## src/rtl/fetch_controller.sv

```systemverilog
// fetch_controller: PC-driven instruction fetch into a 2-entry buffer toward decode, with redirect and error trap.
// Optional fetch counter enabled by defining FETCH_PERF_CNT_EN.
module fetch_controller #(
  parameter int          MEM_BYTES = 16,
  parameter logic [63:0] RESET_PC  = 64'd0
) (
  input  logic        clk,
  input  logic        reset,
  output logic [63:0] Inst_address,
  input  logic [31:0] Instruction,
  input  logic        fetch_en,
  input  logic        redirect_valid,
  input  logic [63:0] redirect_pc,
  output logic        inst_valid,
  input  logic        inst_ready,
  output logic [31:0] inst_out,
  output logic [63:0] inst_pc,
  output logic        misalign_err,
  output logic [31:0] fetch_count
);
  localparam logic [1:0] IDLE = 2'd0, RUN = 2'd1, ERR = 2'd2;
  localparam logic [63:0] MEM_LIM = 64'(MEM_BYTES);
  logic [1:0]  state, count;
  logic [63:0] pc, pc0, pc1, pc_inc, pc_next;
  logic [31:0] in0, in1;
  logic        pop, push, redir, bad, good, wr0;
  assign Inst_address = pc;
  assign inst_valid   = count != 2'd0 && state != ERR;
  assign inst_out     = in0;
  assign inst_pc      = pc0;
  assign pop          = inst_valid & inst_ready;
  // redirects are ignored once trapped in ERR
  assign redir        = redirect_valid && state != ERR;
  assign bad          = redir && (redirect_pc[1:0] != 2'd0 || redirect_pc >= MEM_LIM);
  assign good         = redir && !bad;
  assign push         = state == RUN && fetch_en && !redir && (count != 2'd2 || pop);
  assign pc_inc       = pc + 64'd4;
  assign pc_next      = pc_inc == MEM_LIM ? 64'd0 : pc_inc;
  assign wr0          = count == 2'd0 || (count == 2'd1 && pop);
  always_ff @(posedge clk) begin
    if (!reset) begin
      pc           <= RESET_PC;
      count        <= 2'd0;
      state        <= IDLE;
      misalign_err <= 1'b0;
    end else begin
      if (good) pc <= redirect_pc;
      else if (push) pc <= pc_next;
      if (bad) begin
        state        <= ERR;
        misalign_err <= 1'b1;
      end else if (state == IDLE && fetch_en) state <= RUN;
      else if (state == RUN && !fetch_en) state <= IDLE;
      count <= redir ? 2'd0 : count + {1'b0, push} - {1'b0, pop};
    end
  end
  // pop shifts entry 1 forward; a push then lands in the first free slot
  always_ff @(posedge clk) begin
    if (pop) begin
      pc0 <= pc1;
      in0 <= in1;
    end
    if (push && wr0) begin
      pc0 <= pc;
      in0 <= Instruction;
    end else if (push) begin
      pc1 <= pc;
      in1 <= Instruction;
    end
  end
`ifdef FETCH_PERF_CNT_EN
  logic [31:0] cnt;
  always_ff @(posedge clk) begin
    if (!reset) cnt <= 32'd0;
    else if (push) cnt <= cnt + 32'd1;
  end
  assign fetch_count = cnt;
`else
  assign fetch_count = 32'd0;
`endif
endmodule

```

## config.mk

```make
export PLATFORM = sky130hd
export DESIGN_NAME = fetch_controller
export DESIGN_NICKNAME = d
export VERILOG_FILES = /design/src/rtl/fetch_controller.sv
export SDC_FILE = /design/constraint.sdc
export NUM_CORES = 1
export LEC_CHECK = 0
export ABC_AREA = 1
export BUFFER_PORTS_ARGS = -buffer_cell sky130_fd_sc_hd__buf_2
export CAP_MARGIN = 15
export CORE_MARGIN = 10
export CORE_UTILIZATION = 39
export DETAILED_ROUTE_END_ITERATION = 10
export MAX_ROUTING_LAYER = met4
export PLACE_DENSITY_LB_ADDON = 0.1
export SLEW_MARGIN = 10
export SYNTH_ARGS = -nofsm -noshare
export SYNTH_HDL_FRONTEND = slang
export SYNTH_SLANG_ARGS = --single-unit
export TNS_END_PERCENT = 50
```

## constraint.sdc

```tcl
create_clock -name clk -period 11.39 [get_ports clk]
set_clock_uncertainty 0.05 [all_clocks]
set_input_delay 1.139 -clock clk [delete_from_list [all_inputs] [get_ports clk]]
set_output_delay 1.139 -clock clk [all_outputs]
set_load 0.05 [all_outputs]
```

==> summary.md <==
| Metric | Value |
|---|---|
| Final Max Tran Viols | 0 |
| Setup TNS | 0 ns |
| Total GRT Usage | 19.6% |
| TritonRoute pass-1 iters | 6 |
| Slew margin rel. | 24.9% |
| Layout area overhead | 20.3% |
| Syn Std Cell Area | 12200 um2 |
| Critical path's slowest cell | clkinv_1 |
| Initial cell density of the core | 39.7% |
| Crit-path cells | buf_2 > nor4_1 > nand4_1 > nor2_1 > nand3_2 > buf_4 > nand2_2 > buf_4 > clkinv_1 > buf_4 > nand2_1 > a21oi_1 |
| RSZ-0062 raised after global routing | false |
| Final antenna-violating net count | 0 |
| Outcome | finished, final reports clean |
| EDFF count, synth | 192 |
| Worst hold path depth | 2 |
| CP arrival | 4.54 ns |
| Via count | 9923 |
| Seq cells post-synth | 261 |
| H-tree Lvls | 1 |
| Number of global-route vias before repair | 10100 |
| Reg-to-Reg Start | state[1] |
| NumNets Final | 1677 |
| Largest delay contributor family on the critical path | buffers and inverters |
| Gr ovfl total | 0 |
| Avg WL per Cell | 19.0 um |
| Vias per cell | 4.98 |
| Die area | 38800 um2 |
| Cell area power density | 135 nW/um2 |
| VDD IR max | 0.104 mV |
| Cell variety after synth | 34 |
| Worst skew pair latency | 0.56 ns |
| Reg2Reg Setup Slack | 7.98 ns |
| Synth Instances | 1317 |
| Proportion of layout cells with a drive suffix above 1 | 24.4% |
| Startpoint Class | input pin |
| Fillers | 3065 |
| Hold Buf Count CTS | 0 |
| Minimum clock period | 4.21 ns |
| Io pins | 295 |
| # resized after CTS | 0 |
| Worst hold endpoint | misalign_err |
| Max Freq | 238 MHz |
| Setup bufs post-CTS | 0 |
| Core area | 30700 um2 |
| Initial antenna violation count | 0 |
| CP dominant cell by count | buf_4 |
| Antenna Cells | 0 |
| Die width | 197 um |
| Largest net degree at the start of global routing | 109 |
| First-pass GRT wire length | 58400 um |
| Multi-input gate area | 4480 um2 |
| Clock transition at the registers of the reported paths | 0.06 ns |
| Largest stage delay, worst path | 0.63 ns |
| Critical path class | in2reg |
| Critical path peak fanout | 66 |
| Period utilization | 36.9% |
| Yosys warns | 0 |
| CTS sink count | 261 |
| Crit path required time | 11.72 ns |
| DRT Wirelength | 37900 um |
| CTS tree | yes |
| FF/Latch Area | 7150 um2 |
| Longest Clk Path Bufs | 3 |
| Post-synth top flop | edfxtp_1 |
| R2R Path End | Inst_address[23] |
| Root buffer cell | clkbuf_16 |
| Worst slew pin tran | 1.13 ns |
| Final HPWL DP | 28600 um |
| Row cnt | 64 |
| Final setup fails | 0 |
| Clock buffer count from CTS | 29 |
| CP endpoint kind | flop |
| Residual DRC | 0 |
| Sequential area share after synthesis | 58.5% |
| Lkg Pwr | 5.71 nW |
| DR iter-0 viols | 606 |
| Buffers & Inverters on Critical Path | 5 |
| Port Buffer Count | 262 |
| Total power | 1.99 mW |
| Die Span Y | 197 um |
| Worst hold margin | 0.429 ns |
| Worst r2r path cells | 8 |
| Max_cap viols | 0 |
| Hold path start | misalign_err |
| FFs w/ async S/R, synth | 0% |
| Worst hold path type | reg2reg |
| Mean post-synth cell area | 9.28 um2 |
| Routability cong. | 0.981 |
| Final Hold Fails | 0 |
==> worst min-delay path: stages (launching register included) <==
cell and delay, ns:
dfxtp_1 0.33, nor2_1 0.05, nor2_1 0.07
==> worst max-delay path by stage <==
stage,start,end,slack (ns),cells past startpoint
global placement,redirect_pc[62],Inst_address[29],6.69,12
floorplan,count[1],in1[0],5.12,6
CTS,redirect_pc[62],Inst_address[23],7.09,12
detailed placement,redirect_pc[62],Inst_address[23],6.54,12
finish,redirect_pc[62],Inst_address[23],7.18,12
global route,redirect_pc[62],Inst_address[27],6.85,12
==> area by class of cell <==
type                            instances  share of cell area [%]
Inverter                               84                    2.14
Clock buffer                           45                    5.55
Sequential cell                       261                    48.6
Clock inverter                          9                   0.493
Multi-Input combinational cell        927                    30.4
Timing Repair Buffer                  270                    9.41
Tap cell                              396                    3.37
==> per-layer routing <==
metal / global-route usage (%) / vias to the layer above / wire (um)
li1: - / 4905 / -
met1: 26.3 / 4580 / 17700
met5: - / - / 0
met2: 29.7 / 374 / 16800
met3: 3.85 / 64 / 2500
met4: 5.35 / 0 / 933
==> where the power goes <==
part | total, mW | internal, mW | switching (mW)
Clock | 0.878 | 0.512 | 0.366
Combinational | 0.0886 | 0.0204 | 0.0682
Sequential | 1.02 | 1.02 | 0.00185
Total | 1.99 | 1.55 | 0.436
==> layout by cell type (no fill, tap or decap) <==
cell       instances
clkbuf_1          13
nor2_4             6
o21ai_0           64
dfxtp_1           69
bufinv_16          1
clkinv_2           2
nand2_2           11
clkbuf_16         29
buf_4              7
nand2_4            5
xor2_1            14
inv_1             79
nor2_1           148
buf_2            262
nand2_1          372
nand3_2            2
conb_1            32
buf_12             1
nor2_8             1
nor2_2            15
ha_1               3
nor3_1             4
nor3_2             1
xnor2_1            2
nor4_1            16
a21oi_1           66
clkinv_1           7
nand3_1           82
o21ai_1           10
inv_6              2
clkbuf_8           3
nand3b_1           6
nand4_1           24
mux2_2            39
and3_1             2
o22ai_1            2
edfxtp_1         192
inv_2              2
==> registers in the layout (all words and copies together) (netlist names) <==
register	count
Inst_address	64
inst_pc	64
pc1	64
in1	32
inst_out	32
count	2
state	2
misalign_err	1
==> cells by family after synthesis <==
| group | share of synthesized area [%] |
|---|---|
| compound gates | 5.84 |
| buf+inv | 6.08 |
| flops | 58.5 |
| xor+xnor | 1.15 |
| simple gates | 24.5 |
| fa+ha+maj | 0.307 |
| other cells | 0.0307 |
| mux | 3.59 |
==> metrics by stage <==
stage               util [%]  instances  worst slack (ns)  area [um2]
floorplan                  -       1348              5.12       12300
global placement        44.9       1937              6.69       13800
detailed placement      44.9       1937              6.54       13800
CTS                     47.8       1991              7.09       14700
global route            47.8       1992              6.85       14700
finish                  47.8       1992              7.18       14700
==> cells in the mapped netlist, types with 4 or more instances <==
| library cell | n | area (um2) |
|---|---|---|
| nor4_1 | 16 | 100 |
| nor2_2 | 15 | 93.8 |
| nand2_2 | 10 | 62.6 |
| o21ai_1 | 10 | 50.1 |
| clkbuf_1 | 24 | 90.1 |
| buf_2 | 12 | 60.1 |
| buf_1 | 7 | 26.3 |
| edfxtp_1 | 192 | 5770 |
| buf_4 | 32 | 240 |
| nor3_1 | 4 | 20.0 |
| xor2_1 | 14 | 123 |
| o21ai_0 | 64 | 320 |
| nor2_4 | 5 | 56.3 |
| nand2_1 | 375 | 1410 |
| a21oi_1 | 66 | 330 |
| mux2_2 | 39 | 439 |
| nand3b_1 | 6 | 45.0 |
| dfxtp_1 | 69 | 1380 |
| nor2_1 | 149 | 559 |
| nand4_1 | 24 | 150 |
| nand3_1 | 83 | 415 |
| inv_1 | 80 | 300 |
Power figures use the tool's default switching activity.
